## config.mk

```make
export PLATFORM = sky130hd
export DESIGN_NAME = ctrl_pkt_initiator
export DESIGN_NICKNAME = d
export VERILOG_FILES = /design/src/rtl/ctrl_pkt_initiator_pkg.sv /design/src/rtl/ctrl_ack_parser.sv /design/src/rtl/ctrl_pkt_initiator.sv
export SDC_FILE = /design/constraint.sdc
export NUM_CORES = 1
export LEC_CHECK = 0
export CAP_MARGIN = 10
export CORE_ASPECT_RATIO = 0.75
export CORE_UTILIZATION = 46
export CTS_BUF_LIST = sky130_fd_sc_hd__clkbuf_16
export CTS_CLUSTER_DIAMETER = 50
export DETAILED_ROUTE_END_ITERATION = 8
export GPL_TIMING_DRIVEN = 0
export PLACE_DENSITY = 0.84
export SLEW_MARGIN = 5
export SYNTH_ARGS = -nofsm -noshare
export SYNTH_HDL_FRONTEND = slang
export SYNTH_HIERARCHICAL = 1
export SYNTH_SLANG_ARGS = --single-unit
export TNS_END_PERCENT = 50
```

## constraint.sdc

```tcl
create_clock -name clk -period 4.9 [get_ports clk]
set_input_delay 1.225 -clock clk [delete_from_list [all_inputs] [get_ports clk]]
set_output_delay 1.225 -clock clk [all_outputs]
set_load 0.02 [all_outputs]
```

## src/rtl/ctrl_pkt_initiator_pkg.sv

```systemverilog
// Shared constants for the settings control-packet initiator: framing flag positions,
// packet word indices, done_error codes and FSM state encodings.
package ctrl_pkt_initiator_pkg;

    localparam int SOF_BIT = 32;
    localparam int EOF_BIT = 33;

    localparam logic [3:0] HDR_NIBBLE = 4'h1;

    // Command packet word indices (the trailer words are located relative to the length)
    localparam logic [2:0] WIDX_HDR     = 3'd0;
    localparam logic [2:0] WIDX_SID     = 3'd1;
    localparam logic [2:0] WIDX_TIME_HI = 3'd2;
    localparam logic [2:0] LEN_UNTIMED  = 3'd4;
    localparam logic [2:0] LEN_TIMED    = 3'd6;

    // Ack packet word indices; the index saturates one past the readback word
    localparam logic [2:0] ACK_IDX_SID = 3'd1;
    localparam logic [2:0] ACK_IDX_SEQ = 3'd2;
    localparam logic [2:0] ACK_IDX_RB  = 3'd3;
    localparam logic [2:0] ACK_IDX_SAT = 3'd4;

    localparam logic [1:0] ERR_OK        = 2'd0;
    localparam logic [1:0] ERR_TIMEOUT   = 2'd1;
    localparam logic [1:0] ERR_MALFORMED = 2'd2;

    localparam logic [1:0] ST_IDLE = 2'd0;
    localparam logic [1:0] ST_SEND = 2'd1;
    localparam logic [1:0] ST_WAIT = 2'd2;
    localparam logic [1:0] ST_DONE = 2'd3;

    function automatic logic [35:0] frame_word(input logic sof, input logic eof,
                                               input logic [31:0] w);
        return {2'b00, eof, sof, w};
    endfunction

endpackage

```

## src/rtl/ctrl_ack_parser.sv

```systemverilog
// Response-stream parser: tracks the word index of the current packet, rejects packets
// with a foreign SID or stale sequence number, and reports ack completion or malformation.
module ctrl_ack_parser
    import ctrl_pkt_initiator_pkg::*;
#(
    parameter logic [31:0] ACK_SID = 32'd20
) (
    input  logic        clk,
    input  logic        reset_n,
    input  logic        en_i,
    input  logic        clear_i,
    input  logic [35:0] resp_data_i,
    input  logic        resp_vld_i,
    input  logic [15:0] seq_i,
    output logic        ack_ok_o,
    output logic        ack_bad_o,
    output logic [31:0] readback_o
);

    logic [2:0]  idx_q, idx_d;
    logic        in_pkt_q, in_pkt_d;
    logic        drop_q, drop_d;
    logic [31:0] rb_q;

    logic        word_vld, sof, eof, active, reject, good;
    logic [2:0]  cur_idx;
    logic [31:0] w;

    // Words with reserved flag bits set are not part of this stream
    assign word_vld = en_i & resp_vld_i & (resp_data_i[35:34] == 2'b00);
    assign sof      = resp_data_i[SOF_BIT];
    assign eof      = resp_data_i[EOF_BIT];
    assign w        = resp_data_i[31:0];

    assign cur_idx = sof ? WIDX_HDR : idx_q;
    assign active  = sof | (in_pkt_q & ~drop_q);
    assign reject  = ((cur_idx == ACK_IDX_SID) && (w != ACK_SID)) ||
                     ((cur_idx == ACK_IDX_SEQ) && (w[31:16] != seq_i));
    assign good    = word_vld & active & ~reject;

    assign ack_ok_o   = good & eof & (cur_idx >= ACK_IDX_RB);
    assign ack_bad_o  = good & eof & (cur_idx < ACK_IDX_RB);
    assign readback_o = (cur_idx == ACK_IDX_RB) ? w : rb_q;

    always_comb begin
        idx_d    = idx_q;
        in_pkt_d = in_pkt_q;
        drop_d   = drop_q;
        if (clear_i) begin
            idx_d    = '0;
            in_pkt_d = 1'b0;
            drop_d   = 1'b0;
        end else if (word_vld) begin
            if (eof) begin
                idx_d    = '0;
                in_pkt_d = 1'b0;
                drop_d   = 1'b0;
            end else if (active) begin
                in_pkt_d = 1'b1;
                drop_d   = reject;
                idx_d    = (cur_idx == ACK_IDX_SAT) ? cur_idx : cur_idx + 3'd1;
            end
        end
    end

    always_ff @(posedge clk or negedge reset_n) begin
        if (!reset_n) begin
            idx_q    <= '0;
            in_pkt_q <= 1'b0;
            drop_q   <= 1'b0;
        end else begin
            idx_q    <= idx_d;
            in_pkt_q <= in_pkt_d;
            drop_q   <= drop_d;
        end
    end

    always_ff @(posedge clk) begin
        if (good && (cur_idx == ACK_IDX_RB)) begin
            rb_q <= w;
        end
    end

endmodule

```

## src/rtl/ctrl_pkt_initiator.sv

```systemverilog
// Host-side settings control-packet initiator: builds one command packet per request,
// then waits (bounded) for the matching ack and reports the result on a done pulse.
module ctrl_pkt_initiator
    import ctrl_pkt_initiator_pkg::*;
#(
    parameter logic [31:0] CMD_SID        = 32'd0,
    parameter logic [31:0] ACK_SID        = 32'd20,
    parameter int unsigned TIMEOUT_CYCLES = 65535
) (
    input  logic        clk,
    input  logic        reset_n,
    input  logic        cmd_valid,
    output logic        cmd_ready,
    input  logic [7:0]  cmd_addr,
    input  logic [31:0] cmd_data,
    input  logic [3:0]  cmd_rb_sel,
    input  logic        cmd_timed,
    input  logic [63:0] cmd_time,
    output logic [35:0] ctrl_data,
    output logic        ctrl_src_rdy,
    input  logic        ctrl_dst_rdy,
    input  logic [35:0] resp_data,
    input  logic        resp_src_rdy,
    output logic        resp_dst_rdy,
    output logic        done_valid,
    output logic [15:0] done_seq,
    output logic [31:0] done_readback,
    output logic [1:0]  done_error
);

    localparam logic [31:0] TMO_LAST = 32'(TIMEOUT_CYCLES - 1);

    logic [1:0]  state_q, state_d;
    logic        init_q;
    logic [2:0]  widx_q, widx_d;
    logic [15:0] seq_q, seq_d;
    logic [31:0] cnt_q, cnt_d;
    logic [1:0]  err_q, err_d;
    logic [31:0] rdbk_q, rdbk_d;

    logic [7:0]  addr_q;
    logic [31:0] data_q;
    logic [3:0]  rbsel_q;
    logic        timed_q;
    logic [63:0] time_q;

    logic        cmd_acc, word_acc, pkt_end;
    logic [2:0]  len, last_idx;
    logic [31:0] word;
    logic        ack_ok, ack_bad;
    logic [31:0] ack_rb;

    assign cmd_ready    = init_q && (state_q == ST_IDLE);
    assign cmd_acc      = cmd_valid && cmd_ready;
    assign ctrl_src_rdy = (state_q == ST_SEND);
    assign word_acc     = ctrl_src_rdy && ctrl_dst_rdy;
    assign len          = timed_q ? LEN_TIMED : LEN_UNTIMED;
    assign last_idx     = len - 3'd1;
    assign pkt_end      = word_acc && (widx_q == last_idx);

    // Trailer words sit at fixed offsets from the end so timed packets just shift them
    always_comb begin
        word = 32'h0;
        if (widx_q == WIDX_HDR) begin
            word = {HDR_NIBBLE, 7'b0, timed_q, seq_q[3:0], 13'b0, len};
        end else if (widx_q == WIDX_SID) begin
            word = CMD_SID;
        end else if (widx_q == last_idx) begin
            word = data_q;
        end else if (widx_q == last_idx - 3'd1) begin
            word = {seq_q, 4'h0, rbsel_q, addr_q};
        end else if (widx_q == WIDX_TIME_HI) begin
            word = time_q[63:32];
        end else begin
            word = time_q[31:0];
        end
    end

    assign ctrl_data = ctrl_src_rdy ?
                       frame_word(widx_q == WIDX_HDR, widx_q == last_idx, word) : '0;

    ctrl_ack_parser #(
        .ACK_SID (ACK_SID)
    ) u_parser (
        .clk         (clk),
        .reset_n     (reset_n),
        .en_i        (state_q == ST_WAIT),
        .clear_i     (pkt_end),
        .resp_data_i (resp_data),
        .resp_vld_i  (resp_src_rdy),
        .seq_i       (seq_q),
        .ack_ok_o    (ack_ok),
        .ack_bad_o   (ack_bad),
        .readback_o  (ack_rb)
    );

    always_comb begin
        state_d = state_q;
        widx_d  = widx_q;
        seq_d   = seq_q;
        cnt_d   = cnt_q;
        err_d   = err_q;
        rdbk_d  = rdbk_q;
        case (state_q)
            ST_IDLE: begin
                if (cmd_acc) begin
                    state_d = ST_SEND;
                    widx_d  = WIDX_HDR;
                end
            end
            ST_SEND: begin
                if (pkt_end) begin
                    state_d = ST_WAIT;
                    cnt_d   = '0;
                end else if (word_acc) begin
                    widx_d = widx_q + 3'd1;
                end
            end
            ST_WAIT: begin
                if (cnt_q != TMO_LAST) begin
                    cnt_d = cnt_q + 32'd1;
                end
                // An ack landing on the expiry cycle still counts as success
                if (ack_ok) begin
                    state_d = ST_DONE;
                    err_d   = ERR_OK;
                    rdbk_d  = ack_rb;
                end else if (ack_bad) begin
                    state_d = ST_DONE;
                    err_d   = ERR_MALFORMED;
                    rdbk_d  = '0;
                end else if (cnt_q == TMO_LAST) begin
                    state_d = ST_DONE;
                    err_d   = ERR_TIMEOUT;
                    rdbk_d  = '0;
                end
            end
            ST_DONE: begin
                seq_d   = seq_q + 16'd1;
                state_d = ST_IDLE;
            end
            default: state_d = ST_IDLE;
        endcase
    end

    always_ff @(posedge clk or negedge reset_n) begin
        if (!reset_n) begin
            state_q <= ST_IDLE;
            init_q  <= 1'b0;
            widx_q  <= '0;
            seq_q   <= '0;
            cnt_q   <= '0;
        end else begin
            state_q <= state_d;
            init_q  <= 1'b1;
            widx_q  <= widx_d;
            seq_q   <= seq_d;
            cnt_q   <= cnt_d;
        end
    end

    always_ff @(posedge clk) begin
        err_q  <= err_d;
        rdbk_q <= rdbk_d;
        if (cmd_acc) begin
            addr_q  <= cmd_addr;
            data_q  <= cmd_data;
            rbsel_q <= cmd_rb_sel;
            timed_q <= cmd_timed;
            time_q  <= cmd_time;
        end
    end

    assign resp_dst_rdy  = (state_q != ST_DONE);
    assign done_valid    = (state_q == ST_DONE);
    assign done_seq      = done_valid ? seq_q  : '0;
    assign done_readback = done_valid ? rdbk_q : '0;
    assign done_error    = done_valid ? err_q  : '0;

endmodule

```

# == Word-level counts from Yosys, hierarchy flattened ==
# Cells that the tools add are included.
# classes
addsub,6
eq_ne,22
muxes,43
magnitude_cmp,2
n_bitwise,11
n_reduce_logical,22
# op_table
op,n
32-bit two-way mux,12
32-bit case mux with 2 select lines,1
34-bit two-way mux,1
32-bit by 1-bit adder with 32-bit output (second input constant),1
32-bit by 16-bit equality test with 1-bit output (second input constant),1
32-bit by 16-bit != test with 1-bit output (second input constant),1
32-bit by 5-bit != test with 1-bit output (second input constant),1
3-bit two-way mux,9
2-bit two-way mux,9
16-bit by 1-bit adder with 16-bit output (second input constant),1
16-bit two-way mux,1
16-bit != test,1
3-bit by 2-bit equality test with 1-bit output (second input constant),3
1-bit AND,8
1-bit two-way mux,8
2-bit != test (second input constant),4
2-bit case mux with 4 select lines,1
1-bit logical AND,7
3-bit by 1-bit adder with 3-bit output (second input constant),2
3-bit by 1-bit equality test with 1-bit output (second input constant),2
3-bit equality test,2
3-bit case mux with 2 select lines,1
3-bit AND reduction,2
2-bit nonzero test,3
other kinds (17),24
# totals
output_inout_bits,90
reg_bits,234
in_bits,150
word_cells,123

# == Logic depth before layout (Yosys ltp) ==
# Gate-level depths: netlist of the first run.
# logic_depth
depth_word,11
mapped_depth,13
depth_no_buf,11

# == Cells and area by module ==
# Netlist of the first run, hierarchy kept.
# by_module_without_submodules
module,cells_each,instances,area_per_inst_um2,seq_area_each_um2
ctrl_pkt_initiator,768,1,9126.3,5645.4
ctrl_ack_parser,144,1,1993.2,1086.0

# == Worst setup path before layout of the first run ==
# OpenSTA, ideal clock, no wires.
# synth_timing
path_kind,input port to flip-flop
startpoint,input resp_data[32]
endpoint,register err_q[0] (enable)
t_arrival_ps,5321
path_buffers,2
setup_time_ps,477
path_stages,11
path_slack_ps,-899
t_required_ps,4423
cell_sequence,inv_1 nand2_1 inv_1 ha_1 ha_1 clkbuf_1 clkbuf_1 o21ai_0 nor2_1 nor2_1 a21boi_0
# synth_between
elab_chain_cells,10
word_cells_on_any_way,17
classes_between,order compare (2); eq/ne (2); mux (1); bitwise (7); reduce/logical (5)
# synth_lines
item,line,source
"start, declared",ctrl_pkt_initiator.sv:22,"input logic [35:0] resp_data,"
3-bit two-way mux,ctrl_ack_parser.sv:35,assign cur_idx = sof ? WIDX_HDR : idx_q;
3-bit by 1-bit equality test with 1-bit output / 3-bit by 2-bit equality test with 1-bit output (equally long branches),"ctrl_ack_parser.sv:37, ctrl_ack_parser.sv:38",
"1-bit logical AND, on equally long branches","ctrl_ack_parser.sv:37, ctrl_ack_parser.sv:38",
1-bit logical OR,ctrl_ack_parser.sv:37,assign reject = ((cur_idx == ACK_IDX_SID) && (w != ACK_SID)) ||
1-bit inverter,ctrl_ack_parser.sv:39,assign good = word_vld & active & ~reject;
1-bit AND,ctrl_ack_parser.sv:39,
1-bit AND,ctrl_ack_parser.sv:41,assign ack_ok_o = good & eof & (cur_idx >= ACK_IDX_RB);
1-bit AND *,ctrl_ack_parser.sv:41,
named net ack_ok,ctrl_pkt_initiator.sv:50,"logic ack_ok, ack_bad;"
3-bit nonzero test (no source line) *,-,
2-bit AND reduction (no source line) *,-,
"end signal, assigned",ctrl_pkt_initiator.sv:163,err_q <= err_d;
"end, declared",ctrl_pkt_initiator.sv:38,"logic [1:0] err_q, err_d;"
# The timed path passes the listed nets; every way through them passes the cells marked *.
# A chain may end at the register's enable or synchronous reset.

# == Worst setup path in the final report of the first run ==
# layout_timing
startpoint,register widx_q[0]
endpoint,output ctrl_data[22]
# layout_between
elab_chain_cells,7
word_cells_on_any_way,11
classes_between,eq/ne (4); mux (6); reduce/logical (1)
# layout_lines
item,line,source
"start, declared",ctrl_pkt_initiator.sv:35,"logic [2:0] widx_q, widx_d;"
"start signal, assigned",ctrl_pkt_initiator.sv:156,widx_q <= widx_d;
3-bit by 2-bit equality test with 1-bit output,ctrl_pkt_initiator.sv:72,end else if (widx_q == WIDX_TIME_HI) begin
32-bit two-way mux,ctrl_pkt_initiator.sv:72,
32-bit two-way mux,ctrl_pkt_initiator.sv:70,end else if (widx_q == last_idx - 3'd1) begin
32-bit two-way mux,ctrl_pkt_initiator.sv:68,end else if (widx_q == last_idx) begin
32-bit two-way mux,ctrl_pkt_initiator.sv:66,end else if (widx_q == WIDX_SID) begin
32-bit two-way mux *,ctrl_pkt_initiator.sv:64,if (widx_q == WIDX_HDR) begin
34-bit two-way mux *,ctrl_pkt_initiator.sv:79,assign ctrl_data = ctrl_src_rdy ?
"end, declared",ctrl_pkt_initiator.sv:19,"output logic [35:0] ctrl_data,"
# Every way passes the cells marked *; elsewhere a longest branch is shown, timed or not.

==> impl.org, run 1 <==
** Layout
- Finished layout cell area :: around 15000 um^2
- After filler insertion, the fill cell instance count of the layout stands at 1771.
- Final instance count without filler cells :: 1498
- Number of nets at the end of the flow :: roughly 1300
- Relative to the synthesized area, the layout overhead comes to 33.7%.
- In the final layout, the share of cells above drive strength 1 is 10.7%.
- Antenna cells :: 0

** Yosys
- Largest cells by area after synthesis :: edfxtp_1 47%, dfrtp_1 13%, and2_1 4.9%
- The synthesized design contains 234 register bits.
- Library cell occupying the most area in the post-synthesis netlist :: edfxtp_1
- The synthesized netlist contains between 60 and 70 unique library cells.
- Share of the synthesized area in the top cell type :: a little under half
- After synthesis, flip-flops and latches occupy 60.5% of the total area.
- The commonest cells after synthesis are 175 x edfxtp_1, 95 x nand2_1, 87 x and2_1, 59 x dfrtp_1, 37 x clkbuf_1.
- Each instance of the synthesized netlist takes up on average 12.2 um^2.
- Number of enable flip-flop cells after synthesis :: 175
- Gate count of the mapped netlist :: 912
- In the post-synthesis netlist, the cell with the most instances is edfxtp_1.
- After synthesis the cells add up to 11100 um^2.
- The most used flip-flop cell after synthesis is edfxtp_1.
- During synthesis, Yosys emitted a total of 6 warnings.
- Share of async-settable or async-resettable flops after synthesis :: between 20% and 30%

** Route
- Total number of vias :: 8327
- Detailed-route wire length per cell :: ~19 um
- Number of DRC markers after the initial detailed-route iteration :: 661
- Drt pass-1 iters :: 5
- In the routed layout, each cell is associated on average with a via count of 5.56.
- The routed design has 28900 um of wire.
- Remaining routing DRC violations :: 0
- Antenna viol nets, final :: 0

** GRT
- Initial antenna violation count :: 0
- Entering global routing, the biggest net connects 60 pins.
- Total grt overflow :: 0
- For this run, the total global-route usage over all layers was measured as a little under a quarter.
- The first global-routing pass estimated 45100 um of wire.
- Number of global-route vias before repair :: 8171

** Critical path
- Worst R2R Path Depth :: 11
- Counting both buffers and inverters, the worst setup path holds a total of 5.
- Crit path arrival time :: 3.47 ns
- Most Frequent Cell on Critical Path :: clkbuf_2
- In this run the worst path has a maximum fanout of 10.
- Setup slack on the worst reg-to-reg path comes out at 1.11 ns.
- Crit path depth :: 9
- Capturing element type of the critical path :: output port
- Cell with the largest stage delay on the worst path :: clkdlybuf4s50_1
- Traced cell by cell, the critical path runs through clkbuf_2 -> inv_1 -> ha_1 -> nor2b_1 -> or2_2 -> clkbuf_1 -> clkbuf_2 -> a211oi_1 -> clkdlybuf4s50_1.
- Crit path max-delay family :: buffers and inverters
- Worst setup SP type :: flip-flop
- For the worst setup path, the data required time is 3.67 ns.
- Critical path class :: reg -> out
- In this design, the stage delay of the slowest critical-path cell is 0.65 ns.

** CTS
- Clk Tree Root Cell :: clkbuf_16
- Clock latency at the later pin of the worst-skew pair :: 0.52 ns
- Cts bufs inserted :: 27
- CTS max path bufs :: 3
- CTS tree :: built
- Hold repair after CTS inserted 0 buffers.
- Clock transition at the registers of the reported paths :: 0.06 ns
- H-Tree Level Count :: 1
- Clk sink count :: 234

** Placement
- The HPWL after detailed placement is 21100 um.
- Input and output buffers added on the ports amount to 237.
- Once placement completed, the tool counted placed cells totaling ~1500.
- Cell area after placement :: 13900 um^2
- The congestion estimate from routability-driven global placement came to 0.863.

** Flow run
- Maximum capacitance violations :: 0

** Timing
- Final Max Slew Viols :: 0
- Max frequency :: around 210 MHz
- Across the routed clock network, the largest skew measured is 0.0102 ns.
- In this run the tightest slew margin relative to its limit is 37.5%.
- Post-route clock period utilization :: 95.8%
- Period minus WS final :: 4.70 ns
- Least-Margin Pin Slew :: 0.935 ns
- RSZ-0062 raised after global routing :: no
- The number of failing hold endpoints at the final stage is 0.
- Setup violations remaining at the end of the flow were counted as 0.

** Pwr
- Switching share of power :: roughly 33%
- The worst-case IR drop observed on VDD is 0.000261 V.
- Combinational cell fraction of total power :: about a third
- Total power of the final layout :: 6.58 mW
- Sequential share of power :: 37.4%
- Switch Pwr :: 2.16 mW
- Power spread over the standard cell area amounts to around 440 nW/um^2.
- Clock share of power :: 30.6%
- Leakage power :: roughly 5.4 nW
- Internal power summed over all cells :: 4.42 mW

** Hold path
- Counting instances, the worst hold path has a depth of 1.
- The worst hold path belongs to the class reg -> reg.

** Floorplanning
- The total area inside the core boundary comes to 23400 um^2.
- Die W :: 182 um
- The initial utilization of the core area, before any placement, comes to about 48%.
- 240 I/O pins were placed.
- Die area :: 24800 um^2
- Number of standard-cell rows in the floorplan :: between 40 and 50
- Floorplan die height :: 137 um

** Run status
- Result of the run :: finished clean
[stage by stage]
step / hold slack (ns) / utilization (%) / setup slack, ns / TNS, ns
after floorplan: 0.450 / - / 0.0269 / 0
after global placement: 0.462 / 59.4 / -1.74 / -116.28
after detailed placement: 0.469 / 59.7 / -0.254 / -3.70
after CTS: 0.482 / 63.5 / 0.0449 / 0
after global routing: 0.514 / 63.6 / 0.00790 / 0
final: 0.488 / 63.6 / 0.204 / 0
[kinds of logic after synthesis]
family | Yosys count | share of synthesized area [%]
muxes | 67 | 6.41
AOI/OAI and AO/OA | 133 | 8.01
xor gates and xnor gates | 35 | 2.76
other | 2 | 0.0675
DFF | 234 | 60.5
buffers and inverters | 67 | 2.54
adders and majority gates | 17 | 1.91
and+or+nand+nor | 357 | 17.8
[worst reg2reg max path, delay by kind of cell, from the launching register on]
family          cells  cell delay, ns
buf+inv             2            0.84
flops               1            0.36
compound gates      2            0.57
mux                 1            0.38
fa+ha+maj           2            0.38
simple gates        4            1.18
[flip-flops by register name, indices dropped and copies added, names as in the netlist]
signal,cells
addr_q,8
cnt_q,32
data_q,32
err_q,2
init_q,1
rbsel_q,4
rdbk_q,32
seq_q,16
state_q,2
time_q,64
timed_q,1
u_parser/drop_q,1
u_parser/idx_q,3
u_parser/in_pkt_q,1
u_parser/rb_q,32
widx_q,3
[cell usage in the layout, fill, tap and decap left out, drive strengths merged, types with 5 or more instances in the layout]
| cell | instances |
|---|---|
| a21oi | 27 |
| a31oi | 9 |
| clkbuf | 60 |
| or4 | 5 |
| clkinv | 7 |
| o21ai | 39 |
| ha | 17 |
| edfxtp | 175 |
| buf | 16 |
| xnor2 | 27 |
| inv | 28 |
| nand3 | 27 |
| or3 | 13 |
| dlymetal6s2s | 8 |
| clkdlybuf4s50 | 228 |
| nand2 | 95 |
| nor3 | 9 |
| o2111ai | 6 |
| nand4 | 17 |
| a211oi | 22 |
| mux2i | 33 |
| nor2b | 5 |
| nor4 | 17 |
| nor2 | 28 |
| xor2 | 8 |
| and2 | 87 |
| mux2 | 34 |
| dfrtp | 59 |
| and3 | 30 |
| o31ai | 10 |
| o211ai | 6 |
| or2 | 8 |
[power groups by stage]
stage / Combinational, mW / Clock [mW] / Sequential (mW)
3_5_place_dp: 2.10 / 0 / 2.50
6_report: 2.10 / 2.02 / 2.46
2_1_floorplan: 1.18 / 0 / 2.45
5_1_grt: 2.26 / 2.13 / 2.48
3_3_place_gp: 2.05 / 0 / 2.50
4_1_cts: 2.12 / 2.05 / 2.46
[metal layers]
metal / up-vias / GRT usage [%] / wire, um
li1: 3883 / - / -
met5: - / 0 / 0
met4: 0 / 5.13 / 557
met2: 370 / 38.7 / 13500
met1: 4030 / 31.6 / 12400
met3: 44 / 5.80 / 2490
[final timing paths]
kind	endpoint	start
max	ctrl_data[22]	widx_q[0]
min	u_parser/in_pkt_q	u_parser/in_pkt_q
max reg2reg	state_q[1]	u_parser/idx_q[0]
min reg2reg	u_parser/in_pkt_q	u_parser/in_pkt_q
max in group asynchronous	cnt_q[11]	reset_n
min in group asynchronous	widx_q[0]	reset_n
[final cells by class]
cell class	instances	area, um^2	share of cell area, %
multi-input combinational	612	4130	27.8
buffer	46	216	1.46
clock inverter	21	216	1.46
timing repair buffer	239	2440	16.4
inverter	19	73.8	0.497
sequential	234	6730	45.3
clock buffer	27	676	4.55
tap	300	375	2.53
[repair_timing]
action / CTS / global route
endpoints found under the setup margin: 30 / 25
setup buffers: 0 / 0
gates resized for setup: 6 / 17
Power figures use the tool's default switching activity.
==> run 2, diff against run 1 <==
CORE_UTILIZATION = 55   (was 46)
PLACE_DENSITY = 0.94   (was 0.84)
clock period = 5.5 ns   (was 4.9 ns; I/O delays follow)
==> impl.org, run 2 (synthesized netlist as in run 1, its figures left out) <==
** Floorplanning
- Die W :: 166 um (-8.5%)
- I/O pin count :: 240 (unchanged)
- The number of rows created at floorplan was 44 (-8.3%).
- The die area was 20800 um^2 (-16%).
- Initial core utilization :: 56.7% (+9.1 points)
- Area inside the core boundary :: 19600 um^2 (-16%)
- Floorplan die height :: 125 um (-8.4%)

** CTS
- Number of buffers inserted by post-CTS setup repair :: 0 (unchanged)
- Clock tree synthesis selected as its root buffer the cell clkbuf_16.
- CTS tree :: built
- Cts-stage hold buffer count :: 0 (unchanged)
- Cts bufs inserted :: 24 (-11%)
- Clk sink count :: 234 (unchanged)
- Clock transition at the registers of the reported paths :: 0.06 ns (about the same)
- The H-tree depth reported by CTS came to 1 (unchanged).
- The clock insertion delay at the later pin of the skew report is 0.52 ns (about the same).
- The maximum clock path buffer count was 3 (unchanged).

** Layout
- The area occupied by multi-input gates came to 4130 um^2 (about the same).
- Counting flops per register, the top entry is time_q.
- Final instance count without filler cells :: 1450 (-3.2%)
- The fraction of final layout cells with drive strength greater than 1 is 9.27% (-1.4 points).
- The library cell used most frequently in the layout, excluding fill and tap cells, is clkdlybuf4s50_1.
- The number of antenna diodes came to 0 (unchanged).
- Number of nets at the end of the flow :: 1346 (unchanged)
- The number of filler instances in the final layout is 1221 (-31%).
- Synth-to-layout area growth :: 31.9%
- Sequential standard cell area :: 6730 um^2 (unchanged)
- Largest register FFs :: 64 (unchanged)
- The library cells used most frequently in the layout, excluding fill and tap cells, are 236 x clkdlybuf4s50_1, 175 x edfxtp_1, 95 x nand2_1.

** Run status
- Violations in the final reports :: design-rule violations
- The flow ran to the end, but the final reports show violations.

** Timing
- The worst-case clock skew came to 0.0185 ns (+0.00832 ns).
- The final-layout setup total negative slack is 0 ns (unchanged).
- The final count of negative-setup-slack endpoints came to 0 (unchanged).
- The relative max-transition margin was 40.2% (+2.6 points).
- Post-route clock period utilization :: 96.1%
- Period minus WS final :: roughly 5.3 ns
- RSZ-0062 raised after global routing :: no
- Max frequency :: 189 MHz
- Post-route worst setup slack :: 0.216 ns (+0.0123 ns)
- Final worst hold slack :: 0.477 ns (-0.0109 ns)
- Least-Margin Pin Slew :: 0.895 ns (-0.0393 ns)
- Number of failing hold endpoints at the final stage :: 0 (unchanged)
- Final Max Slew Viols :: 0 (unchanged)

** Route
- Antenna viol nets, final :: 0 (unchanged)
- The routed wire length came to 29900 um (+3.6%).
- Detailed-route wire length per cell :: 20.7 um (+7.0%)
- Total number of vias :: 8632 (+3.7%)
- The residual DRC count came to 20 (+20).
- The number of search-and-repair iterations in the first detailed-routing pass came to 8 (+3).
- Number of vias per cell after detailed routing :: 5.95 (+7.1%)
- The number of design-rule violations left by the first detailed-router iteration came to 996 (+51%).

** Placement
- The pre-CTS worst setup slack came to 0.146 ns (+0.400 ns).
- The detailed placer's ending HPWL was 21600 um (+2.1%).
- The count of buffers inserted at the top-level ports is 237 (unchanged).
- DP Cell Count :: 1406 (-3.2%)
- Routability cong. :: 0.911 (+5.6%)

** Critical path
- Capturing element type of the critical path :: output port
- The worst setup path is launched from a flip-flop.
- The critical path is of the reg -> out type.
- Crit path arrival time :: 3.91 ns (+0.44 ns)
- Required arrival time at the worst endpoint :: 4.12 ns (+0.45 ns)
- The biggest fanout along the worst timing path came to 10 (unchanged).

** GRT
- The total routing resource utilization after global routing came to 28.8% (+5.3 points).
- Initial antenna violation count :: 0 (unchanged)
- The wire length of the first global-routing pass was 46700 um (+3.5%).
- Pin count of the biggest net entering global routing :: 69 (+15%)
- Total grt overflow :: 0 (unchanged)
- The number of global-route vias before repair was 8594 (+5.2%).

** Pwr
- Leakage power :: 5.23 nW (-3.9%)
- The maximum VDD drop was 0.000266 V (+1.9%).
- Pwr dens :: 388 nW/um^2 (-12%)
- Total power of the final layout :: 5.69 mW (-14%)

** Hold path
- Min-Delay Path Class :: reg -> reg

** Flow run
- The number of maximum-capacitance constraint violations came to 0 (unchanged).
run 2: cell types whose count changed in the layout (fill, tap and decap cells not counted), sizes merged, moves of 2 or more:
cell           change
dlymetal6s2s       -8
inv                -3
clkbuf             +2
clkdlybuf4s50      +8
run 2: report_power, final:
group	internal, mW	switching [mW]	leakage, nW
Combinational	0.824	1.07	2.52
Sequential	2.06	0.137	2.33
Clock	0.920	0.681	0.381
Total	3.80	1.88	5.23
run 2: final cells by class:
cell class                 count  share of cell area (%)
sequential                   234                    45.9
clock inverter                19                    1.01
timing repair buffer         240                    16.6
inverter                      19                   0.503
clock buffer                  25                    4.26
buffer                        48                    1.46
tap                          253                    2.16
multi-input combinational    612                    28.1
run 2: path summary, 6_finish.rpt:
check                                        from           endpoint  slack [ns]  depth (start not counted)
worst max-delay path                    widx_q[0]      ctrl_data[18]        0.22                         11
worst min-delay path            u_parser/in_pkt_q  u_parser/in_pkt_q        0.48                          1
worst max register to register  u_parser/idx_q[0]         state_q[1]        1.56                         11
worst min register to register  u_parser/in_pkt_q  u_parser/in_pkt_q        0.48                          1
max in group asynchronous                 reset_n          seq_q[15]        3.91                          2
min in group asynchronous                 reset_n    u_parser/drop_q        0.97                          1
run 2: through the flow:
| stage | instance area (um^2) | util (%) |
|---|---|---|
| 2_1_floorplan | 11100 | - |
| 3_3_place_gp | 13800 | 70.5 |
| 3_5_place_dp | 13900 | 70.9 |
| 4_1_cts | 14700 | 74.9 |
| 5_1_grt | 14700 | 74.9 |
| 6_report | 14700 | 74.9 |
run 2: timing repair:
action,CTS,global route
setup endpoints to repair,1,1
cloned,0,0
resized for setup,1,2
run 2: metal layers:
| metal | GRT usage (%) | up-vias | wire (um) |
|---|---|---|---|
| met5 | 0 | - | 0 |
| met4 | 6.98 | 0 | 567 |
| met3 | 5.82 | 46 | 2770 |
| met2 | 50.2 | 524 | 14600 |
| met1 | 37.1 | 4171 | 12000 |
| li1 | - | 3891 | - |
run 2: critical path, cell delays in order (launching register included):
cell             delay [ns]
dfrtp_1                0.41
clkbuf_2               0.23
inv_1                  0.22
ha_1                   0.19
nor2b_1                0.12
clkbuf_1               0.30
clkbuf_1               0.47
mux2i_1                0.20
o21ai_0                0.10
o21ai_0                0.11
o21ai_0                0.36
clkdlybuf4s50_1        0.69
==> run 3, diff against run 2 <==
SLEW_MARGIN = 20   (was 5)
==> impl.org, run 3 (synthesized netlist as in run 1, its figures left out) <==
** Run status
- Result of the run :: finished with violations
- Violations in the final reports :: design-rule violations

** Placement
- Input/output buffers :: 237 (unchanged)
- The detailed placer's ending HPWL was 21300 um (-1.2%).
- The pre-CTS worst setup slack is 0.222 ns (+0.0757 ns).
- Routability cong. :: 0.911 (unchanged)

** Critical path
- The biggest fanout along the worst timing path was 10 (unchanged).
- The required time at the worst-slack endpoint is 4.12 ns (about the same).
- Capturing element type of the critical path :: output port
- STA classifies the critical path startpoint as a flip-flop.
- Critical path class :: reg -> out
- The data arrival at the endpoint of the critical path was 3.85 ns (-0.06 ns).
- The reg2reg setup slack is 1.69 ns (+0.13 ns).

** Timing
- Period minus WS final :: 5.23 ns (-0.0584 ns)
- The final worst-path cycle share is 95.0% (-1.1 points).
- Final Max Slew Viols :: 0 (unchanged)
- Post-route worst setup slack :: 0.275 ns (+0.0584 ns)
- Least-Margin Pin Slew :: 0.837 ns (-0.0580 ns)
- The number of failing hold endpoints at the final stage came to 0 (unchanged).
- Final-report setup violation count :: 0 (unchanged)
- RSZ-0062 raised after global routing :: no
- The worst-case clock skew came to 0.0171 ns (-0.00142 ns).
- The final-layout setup total negative slack was 0 ns (unchanged).
- Max-slew headroom at the worst pin :: 44.2% (+4.0 points)
- The maximum clock rate was 191 MHz (+1.1%).

** CTS
- The clock sink count came to 234 (unchanged).
- The CTS clock-pin slew for the worst setup and hold paths was 0.06 ns (about the same).
- H-Tree Level Count :: 1 (unchanged)
- The number of buffers added by the clock tree synthesis step was 24 (unchanged).
- CTS tree :: built
- Clk Tree Root Cell :: clkbuf_16
- Clock latency at the later pin of the worst-skew pair :: 0.52 ns (about the same)
- Cts-stage hold buffer count :: 0 (unchanged)
- CTS max path bufs :: 3 (unchanged)

** Route
- Total detailed-routing wirelength :: 29900 um (-0.22%)
- Number of DRC markers after the initial detailed-route iteration :: 884 (-11%)
- The residual DRC count is 20 (unchanged).
- Total number of vias :: 8485 (-1.7%)
- Detailed-route wire length per cell :: 20.6 um (-0.22%)
- Antenna viol nets, final :: 0 (unchanged)
- Number of vias per cell after detailed routing :: 5.85 (-1.7%)
- Drt pass-1 iters :: 8 (unchanged)

** Pwr
- The static leakage was 5.25 nW (+0.42%).
- Maximum ir drop on the vdd rail :: 0.000257 V (-3.4%)
- Pwr dens :: 387 nW/um^2 (-0.10%)

** Floorplanning
- The area inside the core boundary is 19600 um^2 (unchanged).
- Initial core utilization :: 56.7% (unchanged)
- I/O pin count :: 240 (unchanged)
- Number of standard-cell rows in the floorplan :: 44 (unchanged)
- The height of the die came to 125 um (unchanged).
- Die W :: 166 um (unchanged)
- Die area :: 20800 um^2 (unchanged)

** Layout
- The library cell used most frequently in the layout, excluding fill and tap cells, is clkdlybuf4s50_1.
- The sequential standard cell area came to 6730 um^2 (unchanged).
- The flip-flop count of the largest register after layout came to 64 (unchanged).
- The layout net count is 1347 (+0.074%).
- The number of filler instances in the final layout came to 1245 (+2.0%).
- The area growth from synthesis to layout is 32.4%.
- Area occupied by multi-input gates :: 4130 um^2 (unchanged)
- The number of antenna diodes was 0 (unchanged).
- Reg with most FFs :: time_q
- Share of post-route cells with drive strength above 1 :: 9.69% (+0.42 points)
- Commonest cells after routing, fill and taps aside :: 236 x clkdlybuf4s50_1, 175 x edfxtp_1, 95 x nand2_1

** GRT
- The number of global-route vias before repair came to 8599 (+0.058%).
- Overall track demand over capacity in global routing :: 28.8% (about the same)
- The pin count of the biggest net entering global routing is 85 (+23%).
- The wire length of the first global-routing pass is 46400 um (-0.58%).
- The number of antenna violations at the first check in global routing was 0 (unchanged).
- Total grt overflow :: 0 (unchanged)

** Hold path
- Min-Delay Path Class :: reg -> reg

** Flow run
- Maximum capacitance violations :: 0 (unchanged)
-- run 3: cell count changes in the layout (fill, tap and decap cells not counted), sizes merged --
cell / change
clkinv: +2
buf: +1
clkinvlp: -2
inv: -1
-- run 3: power breakdown --
group | internal [mW] | switching, mW | leakage, nW
Clock | 0.927 | 0.693 | 0.391
Combinational | 0.825 | 1.06 | 2.54
Sequential | 2.06 | 0.136 | 2.33
Total | 3.81 | 1.89 | 5.25
-- run 3: layout make-up --
| cell class | instances | area share, % |
|---|---|---|
| sequential | 234 | 45.7 |
| multi-input combinational | 612 | 28.0 |
| timing repair buffer | 241 | 16.8 |
| clock buffer | 25 | 4.25 |
| tap | 253 | 2.15 |
| buffer | 48 | 1.44 |
| clock inverter | 18 | 1.07 |
| inverter | 19 | 0.518 |
-- run 3: metal layers --
layer	track usage [%]	vias to the layer above	wire, um
met4	8.30	0	647
met1	37.2	4101	12000
met5	0	-	0
met3	6.20	59	2580
li1	-	3880	-
met2	49.1	445	14600
-- run 3: worst paths after layout --
check,startpoint,end,cells past startpoint
setup / recovery,widx_q[0],ctrl_data[28],11
hold / removal,u_parser/in_pkt_q,u_parser/in_pkt_q,1
setup reg to reg,u_parser/idx_q[0],state_q[1],11
hold reg to reg,u_parser/in_pkt_q,u_parser/in_pkt_q,1
max in group asynchronous,reset_n,cnt_q[4],2
min in group asynchronous,reset_n,widx_q[2],1
-- run 3: repair_timing --
action,in CTS,in global routing
buffers inserted,0,0
endpoints found under the setup margin,1,0
gates resized for setup,1,0
-- run 3: metrics by stage --
stage / cell area [um^2] / util, % / std cells / power, mW / hold WS [ns]
2_1_floorplan: 11100 / - / 913 / 3.23 / 0.450
3_3_place_gp: 13800 / 70.5 / 1403 / 4.03 / 0.459
3_5_place_dp: 13900 / 71.1 / 1407 / 4.10 / 0.467
4_1_cts: 14700 / 75.1 / 1450 / 5.72 / 0.482
5_1_grt: 14700 / 75.1 / 1450 / 5.93 / 0.502
6_report: 14700 / 75.1 / 1450 / 5.70 / 0.481
-- run 3: critical path, stage by stage (launching register included) --
cell and delay (ns):
dfrtp_1 0.39, clkbuf_2 0.27, inv_1 0.17, ha_1 0.24, nand2b_1 0.11, clkbuf_1 0.42
clkbuf_1 0.41, nand2_1 0.10, nand3_1 0.09, o31ai_1 0.07, o31ai_1 0.38, clkdlybuf4s50_1 0.71
